**config.mk**
```make
export PLATFORM = sky130hd
export DESIGN_NAME = srt4_seq_ctrl
export DESIGN_NICKNAME = d
export VERILOG_FILES = /design/src/rtl/srt4_seq_ctrl.sv
export SDC_FILE = /design/constraint.sdc
export NUM_CORES = 1
export LEC_CHECK = 0
export CAP_MARGIN = 15
export CORE_MARGIN = 1.5
export CORE_UTILIZATION = 45
export CTS_BUF_LIST = sky130_fd_sc_hd__clkbuf_4 sky130_fd_sc_hd__clkbuf_8
export CTS_CLUSTER_SIZE = 8
export DETAILED_ROUTE_END_ITERATION = 6
export GPL_ROUTABILITY_DRIVEN = 0
export PLACE_DENSITY_LB_ADDON = 0.1
export SLEW_MARGIN = 20
export SYNTH_ARGS = -nofsm -noshare
export SYNTH_HDL_FRONTEND = slang
export SYNTH_SLANG_ARGS = --single-unit
```
**constraint.sdc**
```tcl
create_clock -name clk -period 7.9 [get_ports clk]
set_input_delay 1.185 -clock clk [delete_from_list [all_inputs] [get_ports clk]]
set_output_delay 1.185 -clock clk [all_outputs]
set_load 0.02 [all_outputs]
```
**src/rtl/srt4_seq_ctrl.sv**
```systemverilog
`default_nettype none
// +--------------------------------------------------------------------+
// | Module      : srt4_seq_ctrl                                        |
// | Description : Sequencer for a radix-4 SRT divider. Issues load and  |
// |               step strobes to the datapath, collects NDIG signed    |
// |               quotient digits and converts them to a binary         |
// |               mantissa through a positive/negative accumulator pair.|
// | Revision    : 1.0 - initial release                                 |
// +--------------------------------------------------------------------+
module srt4_seq_ctrl #(
   parameter int NDIG = 13
) (
   input  logic                clk,
   input  logic                rst,
   input  logic                start_valid,
   output logic                start_ready,
   input  logic                abort,
   output logic                dp_load,
   output logic                dp_step,
   input  logic [2:0]          dp_digit,
   output logic [3*NDIG-1:0]   digits,
   output logic [2*NDIG-4:0]   mantissa,
   output logic                res_valid,
   input  logic                res_ready,
   output logic                busy,
   output logic                digit_err
);

   localparam int W  = 2 * NDIG;
   localparam int CW = $clog2(NDIG) + 1;

   typedef enum logic [2:0] {
      S_IDLE = 3'd0,
      S_LOAD = 3'd1,
      S_ITER = 3'd2,
      S_CONV = 3'd3,
      S_DONE = 3'd4
   } state_t;

   state_t              state_q, state_d;
   logic [W-1:0]        pos_q, neg_q;
   logic [3*NDIG-1:0]   digits_q;
   logic [W-4:0]        mant_q;
   logic [CW-1:0]       cnt_q;
   logic                err_q;

   logic [1:0]          w_p, w_n;
   logic                w_ill;
   logic                w_last;
   logic                w_borrow;
   logic [W-4:0]        w_mant;

   // Decode the datapath digit into positive/negative bit pairs.
   always_comb begin
      w_p   = 2'b00;
      w_n   = 2'b00;
      w_ill = 1'b0;
      case (dp_digit)
         3'b000:  ;
         3'b001:  w_p = 2'b01;
         3'b010:  w_p = 2'b10;
         3'b110:  w_n = 2'b01;
         3'b101:  w_n = 2'b10;
         default: w_ill = 1'b1;
      endcase
   end

   assign w_last = (cnt_q == CW'(NDIG - 1));

   // Upper bits of (pos - neg): subtract the kept fields and take the
   // borrow out of the three discarded low bits.
   assign w_borrow = (pos_q[2:0] < neg_q[2:0]);
   assign w_mant   = pos_q[W-1:3] - neg_q[W-1:3] - {{(W-4){1'b0}}, w_borrow};

   // State register.
   always_ff @(posedge clk) begin
      if (rst) state_q <= S_IDLE;
      else     state_q <= state_d;
   end

   // Next-state selection and Moore strobes.
   always_comb begin
      state_d     = state_q;
      start_ready = 1'b0;
      dp_load     = 1'b0;
      dp_step     = 1'b0;
      res_valid   = 1'b0;
      busy        = 1'b1;
      case (state_q)
         S_IDLE: begin
            start_ready = 1'b1;
            busy        = 1'b0;
            if (start_valid) state_d = S_LOAD;
         end
         S_LOAD: begin
            dp_load = 1'b1;
            state_d = abort ? S_IDLE : S_ITER;
         end
         S_ITER: begin
            dp_step = 1'b1;
            if (abort)       state_d = S_IDLE;
            else if (w_last) state_d = S_CONV;
         end
         S_CONV: begin
            state_d = abort ? S_IDLE : S_DONE;
         end
         S_DONE: begin
            res_valid = 1'b1;
            if (res_ready) state_d = S_IDLE;
         end
         default: state_d = S_IDLE;
      endcase
   end

   // Accumulators, digit collection, counter and error flag.
   always_ff @(posedge clk) begin
      if (rst) begin
         pos_q    <= '0;
         neg_q    <= '0;
         digits_q <= '0;
         mant_q   <= '0;
         cnt_q    <= '0;
         err_q    <= 1'b0;
      end else begin
         case (state_q)
            S_IDLE: begin
               if (start_valid) begin
                  pos_q    <= '0;
                  neg_q    <= '0;
                  digits_q <= '0;
                  cnt_q    <= '0;
                  err_q    <= 1'b0;
               end
            end
            S_LOAD, S_CONV, S_ITER: begin
               if (abort) begin
                  pos_q    <= '0;
                  neg_q    <= '0;
                  digits_q <= '0;
                  mant_q   <= '0;
                  cnt_q    <= '0;
               end else if (state_q == S_ITER) begin
                  pos_q    <= {pos_q[W-3:0], w_p};
                  neg_q    <= {neg_q[W-3:0], w_n};
                  digits_q <= {digits_q[3*NDIG-4:0], dp_digit};
                  cnt_q    <= cnt_q + CW'(1);
                  err_q    <= err_q | w_ill;
               end else if (state_q == S_CONV) begin
                  mant_q   <= w_mant;
               end
            end
            default: ;
         endcase
      end
   end

   assign digits    = digits_q;
   assign mantissa  = mant_q;
   assign digit_err = err_q;

endmodule
`default_nettype wire

```
## After elaboration in Yosys (flattened, before gate mapping)

Cells that the tools add are included.
W data, S select, Z words.

- Bits in registers: 123
- Input bits: 8
- Output and inout port bits: 68
- Word-level logic and storage cells: 75

- $add $sub $neg: 3
- Magnitude comparators: 1
- Equal/unequal tests: 16
- Mux-type cells: 37
- Bitwise gates (word level): 1
- Reduce and logical (&&, ||, !) cells: 10

Operators with widths:

| operator | count |
|---|---|
| $mux W26 | 5 |
| $mux W39 | 3 |
| $pmux W26 S2 | 2 |
| $pmux W39 S2 | 1 |
| $mux W23 | 3 |
| $sub A23 B1 Y23 | 1 |
| $sub A23 B23 Y23 | 1 |
| $mux W3 | 5 |
| $mux W5 | 3 |
| $pmux W3 S5 | 1 |
| $ne A2 B2 Y1 const B | 5 |
| $pmux W5 S2 | 1 |
| $eq A3 B2 Y1 const B | 3 |
| $eq A3 B3 Y1 const B | 3 |
| $mux W1 | 9 |
| $reduce_and A3 Y1 | 3 |
| $pmux W2 S2 | 2 |
| $eq A3 B1 Y1 const B | 2 |
| $logic_not A3 Y1 | 2 |
| $ne A3 B3 Y1 const B | 2 |
| $add A5 B1 Y5 const B | 1 |
| $eq A5 B4 Y1 const B | 1 |
| $reduce_or A5 Y1 | 1 |
| $reduce_and A4 Y1 | 1 |
| 6 further kinds | 7 |

## Logic depth before layout (Yosys ltp)

Gate-level depths: netlist (run 1).

- Depth in word-level cells: 7
- Gate-level depth with buffers: 15
- Mapped depth without buffers: 15

## Worst setup path after synthesis (run 1)

No wires, ideal clock.

- Path kind: flip-flop to flip-flop
- From: reg neg_q[1]
- To: reg mant_q[20] (netlist: mantissa[20])
- Data arrival time: 3.269 ns
- Required time: 7.783 ns
- Path slack: 4.514 ns
- Cell stages (with the launch flop): 15
- Clock period less this slack: 3.386 ns
- Cells stage by stage: dfxtp_1 inv_1 ha_1 a21o_1 a21oi_1 fa_1 ha_1 nor2_1 fa_1 a21boi_1 a221o_1 a211oi_2 nor3_1 or3_1 a32o_1

- Cells in the longest elaborated chain, start to end: 5

Ends and longest elaborated chain:

| element | RTL line | text |
|---|---|---|
| start: declaration | 41 | `logic [W-1:0] pos_q, neg_q;` |
| start signal: assignment | 144 | `neg_q <= {neg_q[W-3:0], w_n};` |
| $lt A3 B3 Y1 | 72 | `assign w_borrow = (pos_q[2:0] < neg_q[2:0]);` |
| $sub A23 B1 Y23 | 73 | `assign w_mant = pos_q[W-1:3] - neg_q[W-1:3] - {{(W-4){1'b0}}, w_borrow};` |
| $mux W23 | 148 | `end else if (state_q == S_CONV) begin` |
| $mux W23 | 142 | `end else if (state_q == S_ITER) begin` |
| $mux W23 | 136 | `if (abort) begin` |
| end signal: assignment | 149 | `mant_q <= w_mant;` |
| end: declaration | 43 | `logic [W-4:0] mant_q;` |

No other way between the ends. The select of a mux whose other input is x is not followed.
A chain may end at the register's enable or synchronous reset.

## Worst setup path after layout (run 1)

Ends and elaborated chain as after synthesis.

==> results of run 1 <==
==> cell usage in the layout (no fill, tap or decap), drive strengths merged, types with 6 or more instances in the layout <==
master           n
a21o            13
a21oi          112
clkbuf          20
clkdlybuf4s50   75
clkinv           6
dfxtp          123
ha              46
inv             71
nand2          208
nand3            9
nand4            8
nor2            32
nor3             7
o21ai           21
or3              7
xnor2           12
xor2             8
==> worst max-delay path by stage <==
| stage | startpoint | end | slack, ps | depth (start not counted) |
|---|---|---|---|---|
| 2_1_floorplan | neg_q[1] | mantissa[20] | 4510 | 14 |
| 3_3_place_gp | start_valid | cnt_q[0] | 3730 | 7 |
| 3_5_place_dp | abort | pos_q[25] | 3620 | 7 |
| 4_1_cts | neg_q[1] | mantissa[20] | 4060 | 15 |
| 5_1_grt | neg_q[1] | mantissa[20] | 3880 | 15 |
| 6_report | neg_q[1] | mantissa[20] | 4070 | 15 |
==> state kept, by name, indices dropped and copies added, names as in the netlist <==
name       count
digits        39
pos_q         26
mantissa      23
cnt_q          5
state_q        3
neg_q         26
digit_err      1
==> logic make-up (layout without fill, tap and decap cells) <==
logic type	Yosys count	in the layout	synth area share, %
AND/OR/NAND/NOR	302	302	21.0
AO/OA/AOI/OAI	186	186	18.7
flip-flops	123	123	39.9
buffers and inverters	118	181	7.22
adder cells (fa/ha/maj)	48	48	9.97
XOR/XNOR	20	20	2.84
multiplexers	2	2	0.324
==> metrics by stage <==
stage / cell area [sq um] / std cells / setup WS [ps] / hold WS (ps) / util, %
after floorplan: 6170 / 799 / 4510 / 432 / -
after global placement: 7000 / 1006 / 3730 / 433 / 52.6
final: 7400 / 1038 / 4070 / 445 / 55.7
after detailed placement: 7000 / 1006 / 3620 / 438 / 52.6
after global routing: 7400 / 1038 / 3880 / 468 / 55.7
after CTS: 7400 / 1038 / 4060 / 449 / 55.7
==> routing by layer <==
metal,track usage (%),vias up
li1,-,2757
met2,29.1,96
met5,0,-
met3,5.70,16
met4,6.47,0
met1,23.7,2398
==> cells in the mapped netlist (4+ instances only) <==
master    count  area share, %
or3_1         7           0.71
nor2_1       32            1.9
a21o_1       13            1.6
xnor2_1      12            1.7
a22oi_1       5           0.61
clkbuf_1     42            2.6
o21ai_0      19            1.5
and2_1        5           0.51
ha_1         46            9.3
nand3b_1      4           0.49
a21oi_1     112            9.1
nand3_1       9           0.73
inv_1        70            4.3
o31a_1        4           0.57
nand4_1       8           0.81
dfxtp_1     123             40
o21a_1        5           0.61
xor2_1        8            1.1
buf_1         4           0.24
nand2_1     208             13
nand2b_1      4           0.41
nor2b_1       5           0.51
nor3_1        7           0.57
==> worst max-delay path, cell delays in order, from the launching register on <==
cell,delay (ps)
dfxtp_1,330
inv_1,60
ha_1,260
a21o_1,160
a21oi_1,180
fa_1,480
inv_1,80
ha_1,160
nor2_1,50
fa_1,400
a21boi_1,290
a221o_1,350
a211oi_2,140
nor3_1,360
o21ai_0,150
a32o_1,260
==> area by class of cell <==
type	instances	area, sq um	share of cell area [%]
clock buffers	20	256	3.46
clock inverters	12	148	1.99
inverters	70	263	3.55
multi-input cells	558	3270	44.2
flip-flops and latches	123	2460	33.3
well taps	176	220	2.97
repair buffers	79	781	10.5
==> report_power, final <==
| group | leakage [uW] | internal [uW] | switching, uW |
|---|---|---|---|
| Sequential | 0.000991 | 622 | 3.07 |
| Combinational | 0.00161 | 20.9 | 64.2 |
| Clock | 0.000207 | 321 | 242 |
| Total | 0.00281 | 964 | 310 |
==> results.py, run 1 <==
metrics = {
    "cts": {
        "post_cts_buffers": 0,
        "path_clk_slew_ps": 70,
        "holdBufCountCts": 0,
        "cts_buffers": 17,
        "clockRootBuffer": "clkbuf_8",
        "cts_tree": "done",
        "clkLatencyLatePin_ps": 430,
        "clock_path_buffers": 2,
        "clkSinkCount": 123,
        "post_cts_resized": 0,
        "htree_levels": 4,
    },
    "worst_setup_path": {
        "arrival_ps": 4150,
        "r2r_start": "neg_q[1]",
        "worstSetupStartpointType": "flop",
        "timing.rr.end": "mantissa[20]",
        "crit_fanout": 4,
        "r2r_cells": 15,
        "r2r_slack_ps": 4070,
        "end_kind": "flop",
        "worstSetupPathType": "reg2reg",
        "critPathRequiredTime_ps": 8220,
    },
    "synth": {
        "ys_ff_latch": 123,
        "synth_cells": 799,
        "synth_ff_type": "dfxtp_1",
        "ys.warnings.count": 0,
        "ys_types": 54,
        "synth_edf_count": 0,
        "synth_seq_area_share_pct": 39.9,
        "async_flop_share_pct": 0,
        "avgSynthCellArea_sq_um": 7.73,
        "syn_nets": 855,
        "syn_area_sq_um": 6170,
    },
    "timing": {
        "setup_viol": 0,
        "clock.fmax_ghz": 0.261,
        "min_period_over_period_pct": 48.5,
        "hold_viol": 0,
        "drv_slew": 0,
        "min_period_ps": 3830,
        "finalClockSkew_ps": 13.1,
        "final.setup.tns_ps": 0,
        "rsz0062_at_grt": "false",
        "relSlewSlack_pct": 39.4,
        "worst_pin_slew_ps": 910,
    },
    "power": {
        "p_leak_uw": 0.00281,
        "finalPower_uw": 1270,
        "powerDensity_nw_per_um2": 172,
        "ir_worst_vdd_v": 0.000130,
    },
    "route": {
        "first_pass_iters": 5,
        "drtIter0Drc": 373,
        "ant_nets": 0,
        "wl_mm": 13.0,
        "drcViolationCount": 0,
        "met2_length_mm": 5.85,
        "wl_met3_um": 562,
        "met1Wirelength_mm": 6.34,
        "route.vias.total": 5267,
        "via_per_inst": 5.07,
        "post_drt_wl_per_cell_um": 12.5,
        "top_layer": "met4",
    },
    "cells_and_area": {
        "fillCellCount": 1311,
        "num_antenna_cells": 0,
        "syn_to_final_growth_pct": 19.9,
        "finalNetCount": 905,
        "layout-drive-gt1-share_pct": 5.45,
    },
    "floorplan": {
        "fp.coreArea_sq_um": 13300,
        "die_w_um": 120,
        "num_io_pins": 76,
        "die_h_um": 120,
        "start_util_pct": 46.4,
        "rows": 42,
        "dieArea_sq_um": 14400,
    },
    "grt": {
        "grt_pass1_vias": 4878,
        "antenna_found_initial": 0,
        "grt_usage_pct": 18.4,
        "globalRouteOverflowTotal": 0,
        "grt_max_degree": 94,
        "grt_pass1_wl_mm": 21.8,
    },
    "placement": {
        "dpl.hpwl_mm": 8.89,
        "port_buffers": 75,
    },
    "outcome": {
        "outcome": "completed",
    },
    "worst_hold_path": {
        "hp-class": "reg2reg",
        "hold_depth": 2,
        "worst_hold_path.endpoint": "mantissa[11]",
        "worstHoldStart": "mantissa[11]",
    },
    "run": {
        "maxCapViolations": 0,
    },
}
Power figures use the tool's default switching activity.
==> inputs of run 2 (changes only) <==
Clock period 7.9 ns to 3.78 ns, I/O delays scaled along.
==> run 2 against run 1 <==
  * Register-to-register slack lost 3900 ps
  * Worst setup slack lost 3900 ps
  * Combinational power is 130% higher
  * Flip-flop and latch count unchanged
  * Sequential share of layout area down 0.54 points
  * Clock skew is essentially flat
  * Highest routed layer unchanged
==> results.py, run 2 (synthesis gave the netlist of run 1 again) <==
metrics = {
    "cts": {
        "clkSinkCount": 123,
        "cts_tree": "done",
        "clkLatencyLatePin_ps": 450,
        "clockRootBuffer": "clkbuf_8",
        "htree_levels": 4,
        "clock_path_buffers": 2,
        "cts_buffers": 17,
        "path_clk_slew_ps": 80,
    },
    "cells_and_area": {
        "layout-drive-gt1-share_pct": 6.59,
        "finalNetCount": 908,
        "layout_commonest_cell": "nand2_1",
        "final_cell_mix": "208 x nand2_1, 122 x dfxtp_1, 111 x a21oi_1",
        "fillCellCount": 1238,
        "largest_reg_flops": 39,
        "syn_to_final_growth_pct": 21.9,
        "num_antenna_cells": 0,
    },
    "worst_setup_path": {
        "path_cells": "inv_1 -> ha_1 -> a21o_1 -> a21oi_2 -> fa_1 -> inv_1 -> ha_1 -> nor2_2 -> fa_2 -> a21boi_2 -> a221o_1 -> a221o_1 -> o31a_1 -> xor2_1 -> a22o_1",
        "cp_slowest_cell": "fa_1",
        "end_kind": "flop",
        "slowest_delay_ps": 560,
        "critPathRequiredTime_ps": 4130,
        "crit_fanout": 4,
        "arrival_ps": 3930,
        "worstSetupStartpointType": "flop",
        "worstSetupPathType": "reg2reg",
    },
    "grt": {
        "grt_max_degree": 93,
        "grt_usage_pct": 19.5,
        "grt_pass1_wl_mm": 22.9,
        "grt_pass1_vias": 5003,
        "antenna_found_initial": 0,
        "globalRouteOverflowTotal": 0,
    },
    "floorplan": {
        "die_w_um": 120,
        "fp.coreArea_sq_um": 13300,
        "die_h_um": 120,
        "rows": 42,
        "start_util_pct": 46.4,
        "dieArea_sq_um": 14400,
        "num_io_pins": 76,
    },
    "route": {
        "ant_nets": 0,
        "via_per_inst": 5.15,
        "drtIter0Drc": 240,
        "post_drt_wl_per_cell_um": 12.8,
        "route.vias.total": 5359,
        "drcViolationCount": 0,
        "wl_mm": 13.3,
        "first_pass_iters": 5,
    },
    "timing": {
        "setup_viol": 0,
        "min_period_ps": 3590,
        "relSlewSlack_pct": 45.6,
        "drv_slew": 0,
        "min_period_over_period_pct": 94.9,
        "clock.fmax_ghz": 0.279,
        "final.setup.tns_ps": 0,
        "finalClockSkew_ps": 12.8,
        "worst_pin_slew_ps": 814,
        "rsz0062_at_grt": "false",
        "hold_viol": 0,
    },
    "run": {
        "maxCapViolations": 0,
    },
    "power": {
        "p_leak_uw": 0.00285,
        "powerDensity_nw_per_um2": 374,
        "ir_worst_vdd_v": 0.000215,
        "finalPower_uw": 2810,
    },
    "placement": {
        "port_buffers": 75,
        "dpl.hpwl_mm": 9.16,
    },
    "worst_hold_path": {
        "hp-class": "reg2reg",
    },
    "outcome": {
        "outcome": "completed",
    },
}
[run 2: cell types whose count changed in the layout (fill, tap and decap cells not counted), sizes merged]
cell / change
buf: +3
clkbuf: -3
inv: +3
bufinv: +1
clkinv: -1
[run 2: repair_timing]
item	in CTS	in global routing
hold endpoints to repair	0	0
hold buffers	0	0
endpoints found under the setup margin	0	2
setup buffers	0	1
gates resized for setup	0	7
[run 2: final cells by class]
| class | count | area, sq um | area share [%] |
|---|---|---|---|
| multi-input combinational | 558 | 3290 | 43.7 |
| sequential | 123 | 2460 | 32.7 |
| timing repair buffer | 82 | 841 | 11.2 |
| inverter | 70 | 263 | 3.49 |
| clock buffer | 17 | 234 | 3.11 |
| tap | 176 | 220 | 2.93 |
| clock inverter | 15 | 214 | 2.84 |
[run 2: report_power, final]
| group | total (uW) | leakage [uW] | switching (uW) | internal, uW |
|---|---|---|---|---|
| registers | 1310 | 0.000991 | 6.76 | 1300 |
| clock network | 1310 | 0.000218 | 584 | 731 |
| logic | 192 | 0.00164 | 137 | 55.5 |
| total | 2810 | 0.00285 | 728 | 2090 |
[run 2: worst paths after layout]
path | endpoint | startpoint | slack, ps | cells after the start
max | mantissa[18] | neg_q[1] | 190 | 15
min | mantissa[14] | mantissa[14] | 450 | 2
min reg2reg | mantissa[14] | mantissa[14] | 450 | 2
max reg2reg | mantissa[18] | neg_q[1] | 190 | 15
[run 2: worst max-delay path: cells and delay by family, from the launching register on]
| kind | cells | cell delay [ps] |
|---|---|---|
| buffers and inverters | 2 | 110 |
| AOI/OAI and AO/OA | 7 | 1520 |
| and+or+nand+nor | 1 | 140 |
| xor gates and xnor gates | 1 | 150 |
| DFF | 1 | 330 |
| adders and majority gates | 4 | 1250 |
[run 2: layer usage]
| layer | vias to the layer above | routed length [um] | track usage [%] |
|---|---|---|---|
| li1 | 2763 | - | - |
| met1 | 2479 | 6440 | 25.5 |
| met2 | 103 | 6020 | 30.4 |
| met3 | 14 | 662 | 6.18 |
| met4 | 0 | 163 | 6.92 |
| met5 | - | 0 | 0 |
[run 2: metrics by stage]
stage / hold WS (ps) / cells / utilization [%] / area, sq um / setup slack (ps)
6_report: 453 / 1041 / 56.6 / 7530 / 195
5_1_grt: 480 / 1041 / 56.6 / 7530 / 7.81
4_1_cts: 457 / 1040 / 56.4 / 7500 / 89.4
3_5_place_dp: 442 / 1008 / 53.0 / 7050 / 124
3_3_place_gp: 436 / 1008 / 53.0 / 7050 / 142
2_1_floorplan: 432 / 799 / - / 6170 / 394
==> edit 1 (flow settings as in run 2) <==
Register the output `digits` once more, without a reset; this adds one clock of latency there. The other outputs are not delayed to match.
--- a/src/rtl/srt4_seq_ctrl.sv
+++ b/src/rtl/srt4_seq_ctrl.sv
@@ -154,7 +154,9 @@
       end
    end
 
-   assign digits    = digits_q;
+   always_ff @(posedge clk) begin
+      digits <= digits_q;
+   end
    assign mantissa  = mant_q;
    assign digit_err = err_q;
 
Check against the original RTL: not equivalent (Yosys sat finds a counterexample within 4 cycles, from zero or initial values and one cycle with rst high).
==> edit 1 against run 2 <==
  * Setup slack improved by 62 ps
  * First-iteration DRC count increased by 37%
  * Sequential power increased by 32%
  * Design area increased by 8.7%
  * Final cell count increased by 4.3%
  * Die area increased by 10%
  * Total power increased by 19%
  * Area after synthesis increased by 11%
  * Count of clock-buffer cells in the layout increased by 2
  * Utilization decreased by 0.94 points
  * Clock power increased by 5%
  * Hold slack got worse by 99 ps
  * Sequential cell count increased by 39
  * Wire length increased by 6.9%
  * Largest cell class is now registers
  * Largest power group unchanged
==> edit 1: results (changes against run 2) <==
number of cells on the worst hold path: 0 (-2)
peak ir drop on the vdd network: 0.000244 V (+13%)
worst hold start: digits_q[38]$_SDFFE_PP0P_
Final Hold Slack: 354 ps (-99.1 ps)
routed length on met2: 6360 µm (+5.7%)
end point of the most critical hold path: digits[38]$_DFF_P_
post-detail-place hpwl: 9920 µm (+8.3%)
global routing met2 resource utilization: 30.1% (-0.27 points)
transition time of the tightest slew-check pin: 928 ps (+115 ps)
fraction of synthesized area in multiplexers: 0% (-0.32 points)
outcome: finished clean
maximum fanout along the worst path: 5 (+1)
Fin Clk Skew: 12.4 ps (-0.446 ps)
met3 demand-to-capacity share in global routing: 6.67% (+0.49 points)
net count of the mapped netlist: 888 (+3.9%)
share of the synthesized area in compound gates (AO/OA/AOI/OAI): 15.9% (-2.8 points)
leading post-synthesis cells by cell area: sky130_fd_sc_hd__dfxtp_1 (47%), sky130_fd_sc_hd__nand2_1 (12%), sky130_fd_sc_hd__ha_1 (8.4%)
via-per-instance ratio: 5.08 (-1.2%)
global-route wire length before repair: 24500 µm (+7.1%)
GRT met1 Usage: 23.1% (-2.4 points)
sequential fraction of the synthesis area: 47.4% (+7.5 points)
CP peak stage delay: 460 ps (-100 ps)
proportion of layout cells with a drive suffix above 1: 5.21% (-1.4 points)
All-Layer GR Usage: 18.7% (-0.81 points)
wl on met1: 6690 µm (+3.8%)
post-synthesis share of cell area spent on full adders, half adders and majority gates: 9.00% (-0.97 points)
DR iter-0 viols: 328 (+37%)
[edit 1: per-stage QoR]
| step | util [%] | area (µm²) | std cells | total power, mW | setup WS, ps |
|---|---|---|---|---|---|
| 3_5_place_dp | 52.6 | 7730 | 1056 | 2.01 | 189 |
| 6_report | 55.7 | 8190 | 1086 | 3.35 | 257 |
| 3_3_place_gp | 52.6 | 7730 | 1056 | 2.01 | 292 |
| 5_1_grt | 55.7 | 8190 | 1086 | 3.50 | 43.5 |
| 4_1_cts | 55.6 | 8170 | 1086 | 3.40 | 162 |
| 2_1_floorplan | - | 6840 | 832 | 1.94 | 521 |
[edit 1: final cells by class]
class                           instances  area [µm²]
Fill cell                            1336        6510
Sequential cell                       162        3240
Multi-Input combinational cell        555        3180
Timing Repair Buffer                   83         823
Inverter                               72         270
Clock buffer                           19         262
Tap cell                              184         230
Clock inverter                         11         178
==> edit 2 (flow settings as in run 2) <==
Made on the original files. `NDIG`: 13 -> 26.
--- a/src/rtl/srt4_seq_ctrl.sv
+++ b/src/rtl/srt4_seq_ctrl.sv
@@ -8,7 +8,7 @@
 // | Revision    : 1.0 - initial release                                 |
 // +--------------------------------------------------------------------+
 module srt4_seq_ctrl #(
-   parameter int NDIG = 13
+   parameter int NDIG = 26
 ) (
    input  logic                clk,
    input  logic                rst,
Interface: changed (resized digits and mantissa); port bits go from 76 to 141. No check against the original RTL was run, so the function may have changed too.
==> edit 2 against run 2 <==
  * The run now ends with setup timing left
  * Hold slack worse by 14 ps
  * Design area is 100% higher
  * Setup slack worse by 550 ps
  * Via count is 100% higher
  * Largest power group is now clock
  * Sequential cell count is 118 higher
  * Total power is 100% higher
  * Critical path depth is 4 higher
  * Sequential power is 95% higher
  * Wire length is 130% higher
  * Area after synthesis is 98% higher
  * First-iteration DRC count grew to 3.0 times the old value
==> edit 2: results (changes against run 2) <==
transition time of the tightest slew-check pin: 649 ps (-164 ps)
H-tree depth reported by CTS: 2 (-2)
Routed WL per cell: 14.3 µm (+12%)
initial antenna violation count: 2 (+2)
post-CTS clock slew at the launch and capture registers of the worst setup and hold paths: 60 ps (-20 ps)
async set-or-reset flop fraction in the synthesized netlist: 0% (unchanged)
Ys Warns: 0 (unchanged)
Fin Clk Skew: 17.6 ps (+4.78 ps)
insertion delay of the later-clocked pin in the worst-skew pair: 560 ps (+110 ps)
cell area after placement: 14100 µm² (+99%)
CTS max path bufs: 3 (+1)
cell family with most CP delay: compound AO/OA/AOI/OAI gates
setup slack after layout: -355 ps (-550 ps)
maximum fanout along the worst path: 3 (-1)
Num CTS Buffers: 44 (+27)
total negative slack: -3470 ps (-3470 ps)
net count of the mapped netlist: 1692 (+98%)
post-detail-place hpwl: 20600 µm (+120%)
setup violators final: 21 (+21)
final-layout fill cell count: 2565 (+110%)
Mapped Avg Cell Area: 7.70 µm² (-0.34%)
post-layout net count: 1834 (+100%)
I/O Buffers: 140 (+87%)
leading post-synthesis cells by cell area: sky130_fd_sc_hd__dfxtp_1 (40%), sky130_fd_sc_hd__nand2_1 (12%), sky130_fd_sc_hd__ha_1 (10%)
sequential fraction of the synthesis area: 39.6% (-0.33 points)
global-route wire length before repair: 50100 µm (+120%)
proportion of layout cells with a drive suffix above 1: 9.50% (+2.9 points)
placed insts: 2014 (+100%)
met3 demand-to-capacity share in global routing: 4.33% (-1.9 points)
Post-synth top cells: sky130_fd_sc_hd__nand2_1 (402), sky130_fd_sc_hd__dfxtp_1 (241), sky130_fd_sc_hd__a21oi_1 (220)
Via Count: 10800 (+100%)
All-Layer GR Usage: 21.4% (+1.9 points)
DR iter-0 viols: 712 (+200%)
via-per-instance ratio: 5.14 (about the same)
pin count of the biggest net entering global routing: 149 (+60%)
number of global-route vias before repair: 10300 (+110%)
violated checks: setup timing
number of flip-flops in the largest register: 78 (+100%)
global routing met2 resource utilization: 35.0% (+4.6 points)
leakage: 6.03 nW (+110%)
slowest cell on the critical path: sky130_fd_sc_hd__fa_1
number of distinct library cells after synthesis: 73 (+35%)
worst hold path class: register to register
outcome: complete, but fails checks
pre-CTS WS: -548 ps (-672 ps)
GRT met1 Usage: 28.4% (+2.9 points)
peak ir drop on the vdd network: 0.000253 V (+18%)
critical path arrival: 4580 ps (+650 ps)
[edit 2: where the power goes]
group / internal, mW / leakage [nW] / switching, mW / total [mW]
Clock: 1.58 / 0.518 / 1.10 / 2.68
Sequential: 2.55 / 1.94 / 0.00898 / 2.56
Combinational: 0.114 / 3.57 / 0.349 / 0.464
[edit 2: cells by family after synthesis]
logic type      count (synthesis)  synth area share, %
simple gates                  555                 19.1
compound gates                390                 19.7
buf+inv                       251                 7.82
flops                         241                 39.6
fa+ha+maj                     100                 10.4
xor+xnor                       46                 3.30
mux                             1               0.0821
[edit 2: area by class of cell]
type / instances / area (µm²) / share of cell area [%]
Multi-Input combinational cell: 1092 / 6590 / 43.3
Sequential cell: 241 / 4830 / 31.7
Timing Repair Buffer: 184 / 1790 / 11.8
Clock buffer: 69 / 850 / 5.59
Inverter: 163 / 612 / 4.02
Tap cell: 341 / 427 / 2.81
Clock inverter: 9 / 119 / 0.782
Antenna cell: 1 / 2.50 / 0.0165
[edit 2: final timing paths]
check | to | slack, ps | cells past startpoint | start
worst max-delay path | mantissa[46]$_SDFFE_PP0P_ | -360 | 19 | neg_q[1]$_SDFFE_PP0P_
worst min-delay path | mantissa[34]$_SDFFE_PP0P_ | 440 | 2 | mantissa[34]$_SDFFE_PP0P_
worst max register to register | mantissa[46]$_SDFFE_PP0P_ | -360 | 19 | neg_q[1]$_SDFFE_PP0P_
worst min register to register | mantissa[34]$_SDFFE_PP0P_ | 440 | 2 | mantissa[34]$_SDFFE_PP0P_
[edit 2: per-layer routing]
metal,up-vias,wire (µm)
li1,5551,-
met1,4962,14200
met2,242,13700
met3,49,1510
met4,0,707
met5,-,0
[edit 2: timing repair]
action                     CTS  global route
pin swaps                   28            24
setup endpoints to repair   26            31
resized for setup           19            14
buffers inserted             5             3
